## src/rtl/mc_controller_pkg.sv

```systemverilog
// Shared encodings for the multicycle controller and the datapath decoders.
package mc_controller_pkg;

  // Controller states; codes 13..15 are unused and recover to StFetch.
  typedef enum logic [3:0] {
    StFetch   = 4'd0,
    StDecode  = 4'd1,
    StMemAdr  = 4'd2,
    StMemRd   = 4'd3,
    StMemWb   = 4'd4,
    StMemWr   = 4'd5,
    StRtypeEx = 4'd6,
    StRtypeWb = 4'd7,
    StBeqEx   = 4'd8,
    StAddiEx  = 4'd9,
    StOriEx   = 4'd10,
    StImmWb   = 4'd11,
    StJEx     = 4'd12
  } state_e;

  // Instruction opcodes.
  localparam logic [5:0] OP_RTYPE = 6'b000000;
  localparam logic [5:0] OP_LW    = 6'b100011;
  localparam logic [5:0] OP_SW    = 6'b101011;
  localparam logic [5:0] OP_BEQ   = 6'b000100;
  localparam logic [5:0] OP_ADDI  = 6'b001000;
  localparam logic [5:0] OP_ORI   = 6'b001101;
  localparam logic [5:0] OP_J     = 6'b000010;

  // ALU operation select, shared with the ALU decoder.
  localparam logic [1:0] ALUOP_ADD  = 2'b00;
  localparam logic [1:0] ALUOP_SUB  = 2'b01;
  localparam logic [1:0] ALUOP_FUNC = 2'b10;
  localparam logic [1:0] ALUOP_OR   = 2'b11;

  // ALU B-operand select.
  localparam logic [1:0] SRCB_REG    = 2'b00;
  localparam logic [1:0] SRCB_FOUR   = 2'b01;
  localparam logic [1:0] SRCB_IMM    = 2'b10;
  localparam logic [1:0] SRCB_BRANCH = 2'b11;

  // Next-PC source select.
  localparam logic [1:0] PCSRC_ALU    = 2'b00;
  localparam logic [1:0] PCSRC_BRANCH = 2'b01;
  localparam logic [1:0] PCSRC_JUMP   = 2'b10;

  // Decoded datapath controls produced by the output decoder.
  typedef struct packed {
    logic       iord;
    logic       irwrite;
    logic       memwrite;
    logic       regwrite;
    logic       regdst;
    logic       memtoreg;
    logic       alusrca;
    logic       pcen;
    logic [1:0] alusrcb;
    logic [1:0] pcsrc;
    logic [1:0] aluop;
  } ctrl_t;

  // True for the seven opcodes the controller implements.
  function automatic logic op_is_legal(logic [5:0] op);
    return (op == OP_RTYPE) || (op == OP_LW) || (op == OP_SW) || (op == OP_BEQ) ||
           (op == OP_ADDI) || (op == OP_ORI) || (op == OP_J);
  endfunction

endpackage

```

## src/rtl/mc_controller_if.sv

```systemverilog
// Controller <-> datapath signal bundle.
interface mc_controller_if;
  import mc_controller_pkg::*;

  logic [5:0] op;
  logic       zero;
  logic       mem_ready;

  logic       iord;
  logic       irwrite;
  logic       memwrite;
  logic       regwrite;
  logic       regdst;
  logic       memtoreg;
  logic       alusrca;
  logic       pcen;
  logic       illegal_op;
  logic       retire;
  logic [1:0] alusrcb;
  logic [1:0] pcsrc;
  logic [1:0] aluop;

  // Controller side.
  modport master (
    input  op, zero, mem_ready,
    output iord, irwrite, memwrite, regwrite, regdst, memtoreg, alusrca, pcen,
           illegal_op, retire, alusrcb, pcsrc, aluop
  );

  // Datapath side.
  modport slave (
    output op, zero, mem_ready,
    input  iord, irwrite, memwrite, regwrite, regdst, memtoreg, alusrca, pcen,
           illegal_op, retire, alusrcb, pcsrc, aluop
  );

endinterface

```

## src/rtl/mc_outdec.sv

```systemverilog
// Moore output decode: state (plus mem_ready/zero qualifiers) -> datapath controls.
module mc_outdec
  import mc_controller_pkg::*;
(
  input  state_e state,
  input  logic   mem_ready,
  input  logic   zero,
  output ctrl_t  ctrl
);

  logic pc_write;

  // Per-state control decode; anything not named for a state stays 0.
  always_comb begin
    ctrl         = '0;
    ctrl.alusrcb = SRCB_REG;
    ctrl.pcsrc   = PCSRC_ALU;
    ctrl.aluop   = ALUOP_ADD;
    pc_write     = 1'b0;
    case (state)
      StFetch: begin
        ctrl.alusrcb = SRCB_FOUR;
        // IR load and PC+4 only commit once the fetch read has completed.
        ctrl.irwrite = mem_ready;
        pc_write     = mem_ready;
      end
      StDecode: begin
        ctrl.alusrcb = SRCB_BRANCH;
      end
      StMemAdr: begin
        ctrl.alusrca = 1'b1;
        ctrl.alusrcb = SRCB_IMM;
      end
      StMemRd: begin
        ctrl.iord = 1'b1;
      end
      StMemWr: begin
        ctrl.iord     = 1'b1;
        ctrl.memwrite = 1'b1;
      end
      StMemWb: begin
        ctrl.memtoreg = 1'b1;
        ctrl.regwrite = 1'b1;
      end
      StRtypeEx: begin
        ctrl.alusrca = 1'b1;
        ctrl.aluop   = ALUOP_FUNC;
      end
      StRtypeWb: begin
        ctrl.regdst   = 1'b1;
        ctrl.regwrite = 1'b1;
      end
      StBeqEx: begin
        ctrl.alusrca = 1'b1;
        ctrl.aluop   = ALUOP_SUB;
        ctrl.pcsrc   = PCSRC_BRANCH;
      end
      StAddiEx: begin
        ctrl.alusrca = 1'b1;
        ctrl.alusrcb = SRCB_IMM;
      end
      StOriEx: begin
        ctrl.alusrca = 1'b1;
        ctrl.alusrcb = SRCB_IMM;
        ctrl.aluop   = ALUOP_OR;
      end
      StImmWb: begin
        ctrl.regwrite = 1'b1;
      end
      StJEx: begin
        ctrl.pcsrc = PCSRC_JUMP;
        pc_write   = 1'b1;
      end
      default: ;
    endcase
    ctrl.pcen = pc_write | ((state == StBeqEx) & zero);
  end

endmodule

```

## src/rtl/mc_controller.sv

```systemverilog
// Multicycle processor main controller: state register, sequencing and status flags.
module mc_controller
  import mc_controller_pkg::*;
(
  input  logic              clk,
  input  logic              reset_n,
  mc_controller_if.master   bus
);

  state_e state_q, state_d;
  logic   illegal_q, illegal_d;
  logic   retire_q, retire_d;
  logic   mem_ready_gated;
  ctrl_t  ctrl;

  // Keep fetch-side IR/PC writes quiet while reset is held, even with mem_ready high.
  assign mem_ready_gated = bus.mem_ready & reset_n;

  // State and status registers.
  always_ff @(posedge clk or negedge reset_n) begin
    if (!reset_n) begin
      state_q   <= StFetch;
      illegal_q <= 1'b0;
      retire_q  <= 1'b0;
    end else begin
      state_q   <= state_d;
      illegal_q <= illegal_d;
      retire_q  <= retire_d;
    end
  end

  // Instruction sequencing, sticky illegal flag and retire detection.
  always_comb begin
    state_d   = state_q;
    illegal_d = illegal_q;
    case (state_q)
      StFetch: begin
        if (bus.mem_ready) state_d = StDecode;
      end
      StDecode: begin
        case (bus.op)
          OP_LW, OP_SW: state_d = StMemAdr;
          OP_RTYPE:     state_d = StRtypeEx;
          OP_BEQ:       state_d = StBeqEx;
          OP_ADDI:      state_d = StAddiEx;
          OP_ORI:       state_d = StOriEx;
          OP_J:         state_d = StJEx;
          default:      state_d = StFetch;
        endcase
        if (!op_is_legal(bus.op)) illegal_d = 1'b1;
      end
      StMemAdr:  state_d = (bus.op == OP_SW) ? StMemWr : StMemRd;
      StMemRd: begin
        if (bus.mem_ready) state_d = StMemWb;
      end
      StMemWr: begin
        if (bus.mem_ready) state_d = StFetch;
      end
      StMemWb:   state_d = StFetch;
      StRtypeEx: state_d = StRtypeWb;
      StRtypeWb: state_d = StFetch;
      StBeqEx:   state_d = StFetch;
      StAddiEx:  state_d = StImmWb;
      StOriEx:   state_d = StImmWb;
      StImmWb:   state_d = StFetch;
      StJEx:     state_d = StFetch;
      default:   state_d = StFetch;
    endcase
    // DECODE -> FETCH only happens for a rejected opcode, which does not retire.
    retire_d = (state_q != StFetch) && (state_q != StDecode) && (state_d == StFetch);
  end

  mc_outdec u_outdec (
    .state     (state_q),
    .mem_ready (mem_ready_gated),
    .zero      (bus.zero),
    .ctrl      (ctrl)
  );

  // Drive the bus from the decoded controls and status registers.
  always_comb begin
    bus.iord       = ctrl.iord;
    bus.irwrite    = ctrl.irwrite;
    bus.memwrite   = ctrl.memwrite;
    bus.regwrite   = ctrl.regwrite;
    bus.regdst     = ctrl.regdst;
    bus.memtoreg   = ctrl.memtoreg;
    bus.alusrca    = ctrl.alusrca;
    bus.pcen       = ctrl.pcen;
    bus.alusrcb    = ctrl.alusrcb;
    bus.pcsrc      = ctrl.pcsrc;
    bus.aluop      = ctrl.aluop;
    bus.illegal_op = illegal_q;
    bus.retire     = retire_q;
  end

endmodule

```

## src/flat_wrapper.sv

```systemverilog
// flat-port wrapper written by rule: the top's interface ports become plain ports
module mc_controller_flat import mc_controller_pkg::*;
  (clk, reset_n, bus_op, bus_zero, bus_mem_ready, bus_iord, bus_irwrite, bus_memwrite, bus_regwrite, bus_regdst, bus_memtoreg, bus_alusrca, bus_pcen, bus_illegal_op, bus_retire, bus_alusrcb, bus_pcsrc, bus_aluop);
  mc_controller_if bus_i ();
  input  logic clk;
  input  logic reset_n;
  input wire logic [$bits(bus_i.op)-1:0] bus_op;
  input wire logic [$bits(bus_i.zero)-1:0] bus_zero;
  input wire logic [$bits(bus_i.mem_ready)-1:0] bus_mem_ready;
  output wire logic [$bits(bus_i.iord)-1:0] bus_iord;
  output wire logic [$bits(bus_i.irwrite)-1:0] bus_irwrite;
  output wire logic [$bits(bus_i.memwrite)-1:0] bus_memwrite;
  output wire logic [$bits(bus_i.regwrite)-1:0] bus_regwrite;
  output wire logic [$bits(bus_i.regdst)-1:0] bus_regdst;
  output wire logic [$bits(bus_i.memtoreg)-1:0] bus_memtoreg;
  output wire logic [$bits(bus_i.alusrca)-1:0] bus_alusrca;
  output wire logic [$bits(bus_i.pcen)-1:0] bus_pcen;
  output wire logic [$bits(bus_i.illegal_op)-1:0] bus_illegal_op;
  output wire logic [$bits(bus_i.retire)-1:0] bus_retire;
  output wire logic [$bits(bus_i.alusrcb)-1:0] bus_alusrcb;
  output wire logic [$bits(bus_i.pcsrc)-1:0] bus_pcsrc;
  output wire logic [$bits(bus_i.aluop)-1:0] bus_aluop;
  assign bus_i.op = bus_op;
  assign bus_i.zero = bus_zero;
  assign bus_i.mem_ready = bus_mem_ready;
  assign bus_iord = bus_i.iord;
  assign bus_irwrite = bus_i.irwrite;
  assign bus_memwrite = bus_i.memwrite;
  assign bus_regwrite = bus_i.regwrite;
  assign bus_regdst = bus_i.regdst;
  assign bus_memtoreg = bus_i.memtoreg;
  assign bus_alusrca = bus_i.alusrca;
  assign bus_pcen = bus_i.pcen;
  assign bus_illegal_op = bus_i.illegal_op;
  assign bus_retire = bus_i.retire;
  assign bus_alusrcb = bus_i.alusrcb;
  assign bus_pcsrc = bus_i.pcsrc;
  assign bus_aluop = bus_i.aluop;
  mc_controller u_core (.clk(clk), .reset_n(reset_n), .bus(bus_i));
endmodule
```

## config.mk

```make
export PLATFORM = sky130hd
export DESIGN_NAME = mc_controller_flat
export DESIGN_NICKNAME = d
export VERILOG_FILES = /design/src/rtl/mc_controller_pkg.sv /design/src/rtl/mc_controller_if.sv /design/src/rtl/mc_outdec.sv /design/src/rtl/mc_controller.sv /design/src/flat_wrapper.sv
export SDC_FILE = /design/constraint.sdc
export NUM_CORES = 1
export LEC_CHECK = 0
export CORE_ASPECT_RATIO = 0.9
export CORE_MARGIN = 2
export CORE_UTILIZATION = 35
export DETAILED_ROUTE_END_ITERATION = 10
export GPL_ROUTABILITY_DRIVEN = 0
export PLACE_DENSITY = 0.8
export SLEW_MARGIN = 10
export SYNTH_ARGS = -nofsm -noshare
export SYNTH_HDL_FRONTEND = slang
export SYNTH_SLANG_ARGS = --single-unit
```

## constraint.sdc

```tcl
create_clock -name clk -period 1.6 [get_ports clk]
set_clock_uncertainty 0.1 [all_clocks]
set_input_delay 0.16 -clock clk [delete_from_list [all_inputs] [get_ports clk]]
set_output_delay 0.16 -clock clk [all_outputs]
set_load 0.02 [all_outputs]
```

==> metrics, run 1 <==
status=complete, but fails checks; violated checks=negative setup slack; fill count=126; share of cells above drive strength 1=54.81%; mean routed wirelength per cell=13.23 µm; die span in y=43.83 µm; Post-Route Setup TNS=-0.2739 ns; number of standard cells after synthesis=79; hold crit path type=in -> async; diode count=0; Final Util=73.31%; cells along the critical path=buf_4 > nand2_1 > nor3_2 > a211o_1 > buf_2; number of antenna violations at the first check in global routing=0; number of buffers created by CTS=3; maximum achievable frequency=594.2 MHz; type of origin of the critical path=flop; CTS clock-pin slew for the worst setup and hold paths=0.05 ns; cell-internal power=1.139 mW; reg2reg path depth=4; total area of multi-input combinational cells=528.0 µm²; dpl cells=153; flip-flop cell with the highest count after synthesis=dfrtp_1; CTS root buf=clkbuf_4; I/O pin total=26; vias per cell=5.321; area of the core=1664 µm²; fraction of post-synthesis cell area in the top cell type by area=24.34%; async set or reset register ratio after synthesis=100.0%; Clock power frac=6.9%; number of enable-type register cells in the synthesized netlist=0; count of port buffers added during placement=25; buffers from clock root to sink, at most=2; Critical Path Slowest Stage Cell=dfrtp_2; number of DRC violations after detailed-routing iteration 0=5; number of rows in the core area=14; first-pass GRT wire length=3450 µm; Detailed Routing Iterations Pass 1=4; overall die width=48.25 µm; half-perimeter wire length after detailed placement=1564 µm; part of the total power dissipated in combinational logic=77.3%; depth of the CTS H-tree=1; Register Area=155.1 µm²; biggest fanout along the worst timing path=8; Static Leak=0.5448 nW; Sequential Power Share=15.8%; final setup slack of the worst path=-0.08288 ns; Routed Antenna Nets=0; power density relative to cell area=1689 nW/µm²; hold_buf cts=0; initial cell density of the core=37.07%; non-filler instance count after layout=159; Critical Path Sink Type=output pin; Clk Latency, worst-skew pair=0.25 ns; list of most frequent post-synthesis cells=nor2_1 (9), dfrtp_1 (6), a21oi_1 (5), nor3_1 (5); final setup violating endpoints=5; netlist area before placement=616.8 µm²; max-slew violations=0; Critical R2R Launch=u_core.state_q[2]$_DFF_PN0_; Syn Nets=89; number of library cell types mapped by synthesis=38; cell type with the largest total area after synthesis=dfrtp_1; Max-slew headroom=77.67%; endpoint arrival time on the critical path=1.42 ns; GRT Resource Usage Total=22.42%; terminus of the critical flop-to-flop path=u_core.state_q[1]$_DFF_PN0_; Yosys reg bits=6; transition at the pin with the smallest max-transition slack=0.3303 ns; via count of the first global-routing pass=828; portion of the clock cycle consumed by the worst path in the final layout=105.2%; Maximum Capacitance Violations=0; drt drc=0; critical path data required time=1.34 ns; largest voltage drop on the vdd net=0.9290 mV; overall overflow remaining after global route=0; total buffers and inverters traversed by the critical path=2; Detailed Route WL=2104 µm; Syn-to-layout area delta=97.77%; Worst R2R Setup Slack=-0.08 ns; classification of the worst setup path=reg -> out; via count=846; Final Critical Period=1.683 ns; cell types with the largest area share after synthesis=dfrtp_1 (24%), nor2_1 (5.5%), a21oi_1 (4.1%); CTS tree=built; CP delay by family, top=flip-flops; power spent charging and discharging nets=921.7 µW; pin count of the biggest net entering global routing=10; nets=147; switch share=44.73%; DIE AREA=2115 µm²; synthesized area per cell=7.808 µm²; delay of the slowest cell on the worst path=0.45 ns; Fin. Hold Viols=0; YS warnings=0; unrepaired setup endpoints after global routing=yes; CTS Sinks=6; share of synthesized area occupied by flip-flops and latches=24.34%; top-count cell post-synth=nor2_1
what timing repair did:
action,CTS,global route
cloned,0,0
gates resized for setup,69,15
setup endpoints to repair,17,13
setup buffers,2,1
pin swaps,4,2
area by class of cell:
cell class | instances | area share [%]
clock buffer | 3 | 1.846
multi-input combinational | 67 | 43.28
sequential | 6 | 12.72
tap | 24 | 2.462
timing repair buffer | 59 | 39.69
power groups by stage:
stage / combinational [mW] / clock, mW / sequential, mW
global placement: 1.40 / 0 / 0.302
finish: 1.59 / 0.143 / 0.325
CTS: 1.52 / 0.142 / 0.322
global route: 1.72 / 0.153 / 0.336
floorplan: 0.776 / 0 / 0.280
detailed placement: 1.42 / 0 / 0.307
routing by layer:
layer,vias to the layer above,track usage (%),share of wire (%)
met5,-,0,0
met2,34,40.26,51
met4,0,5.405,1.1
met3,4,4.583,6.3
li1,422,-,-
met1,386,26.09,41
cells by family after synthesis:
group	after synthesis	synth area share [%]
AO/OA/AOI/OAI	22	26.37
XOR/XNOR	2	2.840
buffers and inverters	6	5.476
flip-flops	6	24.34
AND/OR/NAND/NOR	43	40.97
sequential cells by signal, indices dropped and copies added, names as in the netlist:
register / count
u_core.state_q: 4
u_core.bus.illegal_op: 1
u_core.bus.retire: 1
stage by stage:
stage | total power [mW] | cell area, µm² | setup slack, ns | hold slack (ns)
final | 2.060 | 1220 | -0.08288 | 0.1480
after global routing | 2.207 | 1220 | -0.1323 | 0.1588
after CTS | 1.983 | 1177 | -0.08137 | 0.1404
after detailed placement | 1.723 | 1116 | -0.2677 | 0.3464
after global placement | 1.701 | 1116 | -0.2643 | 0.3487
after floorplan | 1.056 | 636.9 | -0.09402 | -0.2356
cell usage in the layout (no fill, tap or decap), types with 2 or more instances in the layout:
cell,Yosys,routed
buf_6,1,5
xnor2_1,2,2
a21oi_1,5,5
or4_4,1,2
a211oi_2,0,2
nor4_1,4,3
dfrtp_1,6,2
nand2b_4,0,2
nand3_1,4,4
a31oi_1,2,2
nor3_2,1,4
nand2_1,4,3
dfrtp_2,0,4
clkdlybuf4s15_2,0,2
dlymetal6s2s_1,0,2
buf_4,0,34
a211o_1,2,2
clkbuf_4,0,3
nor2_1,9,9
buf_2,3,6
clkdlybuf4s50_1,0,9
or2b_1,2,2
worst max-delay path by stage:
stage / startpoint / end / cells past startpoint
6_report: u_core.state_q[2]$_DFF_PN0_ / bus_pcen / 5
5_1_grt: u_core.state_q[2]$_DFF_PN0_ / bus_pcen / 5
4_1_cts: u_core.state_q[2]$_DFF_PN0_ / u_core.state_q[1]$_DFF_PN0_ / 4
3_5_place_dp: u_core.state_q[2]$_DFF_PN0_ / bus_pcen / 4
3_3_place_gp: u_core.state_q[1]$_DFF_PN0_ / bus_pcen / 4
2_1_floorplan: u_core.state_q[2]$_DFF_PN0_ / bus_pcen / 3
Power figures use the tool's default switching activity.
==> inputs of run 2 (changes only) <==
--- a/config.mk
+++ b/config.mk
@@ -8,6 +8,7 @@
 export CORE_ASPECT_RATIO = 0.9
 export CORE_MARGIN = 2
 export CORE_UTILIZATION = 35
+export CTS_CLUSTER_DIAMETER = 120
 export DETAILED_ROUTE_END_ITERATION = 10
 export GPL_ROUTABILITY_DRIVEN = 0
 export PLACE_DENSITY = 0.8
==> results of run 2 <==
The final DEF is identical to that of run 1; final timing and power are the same.
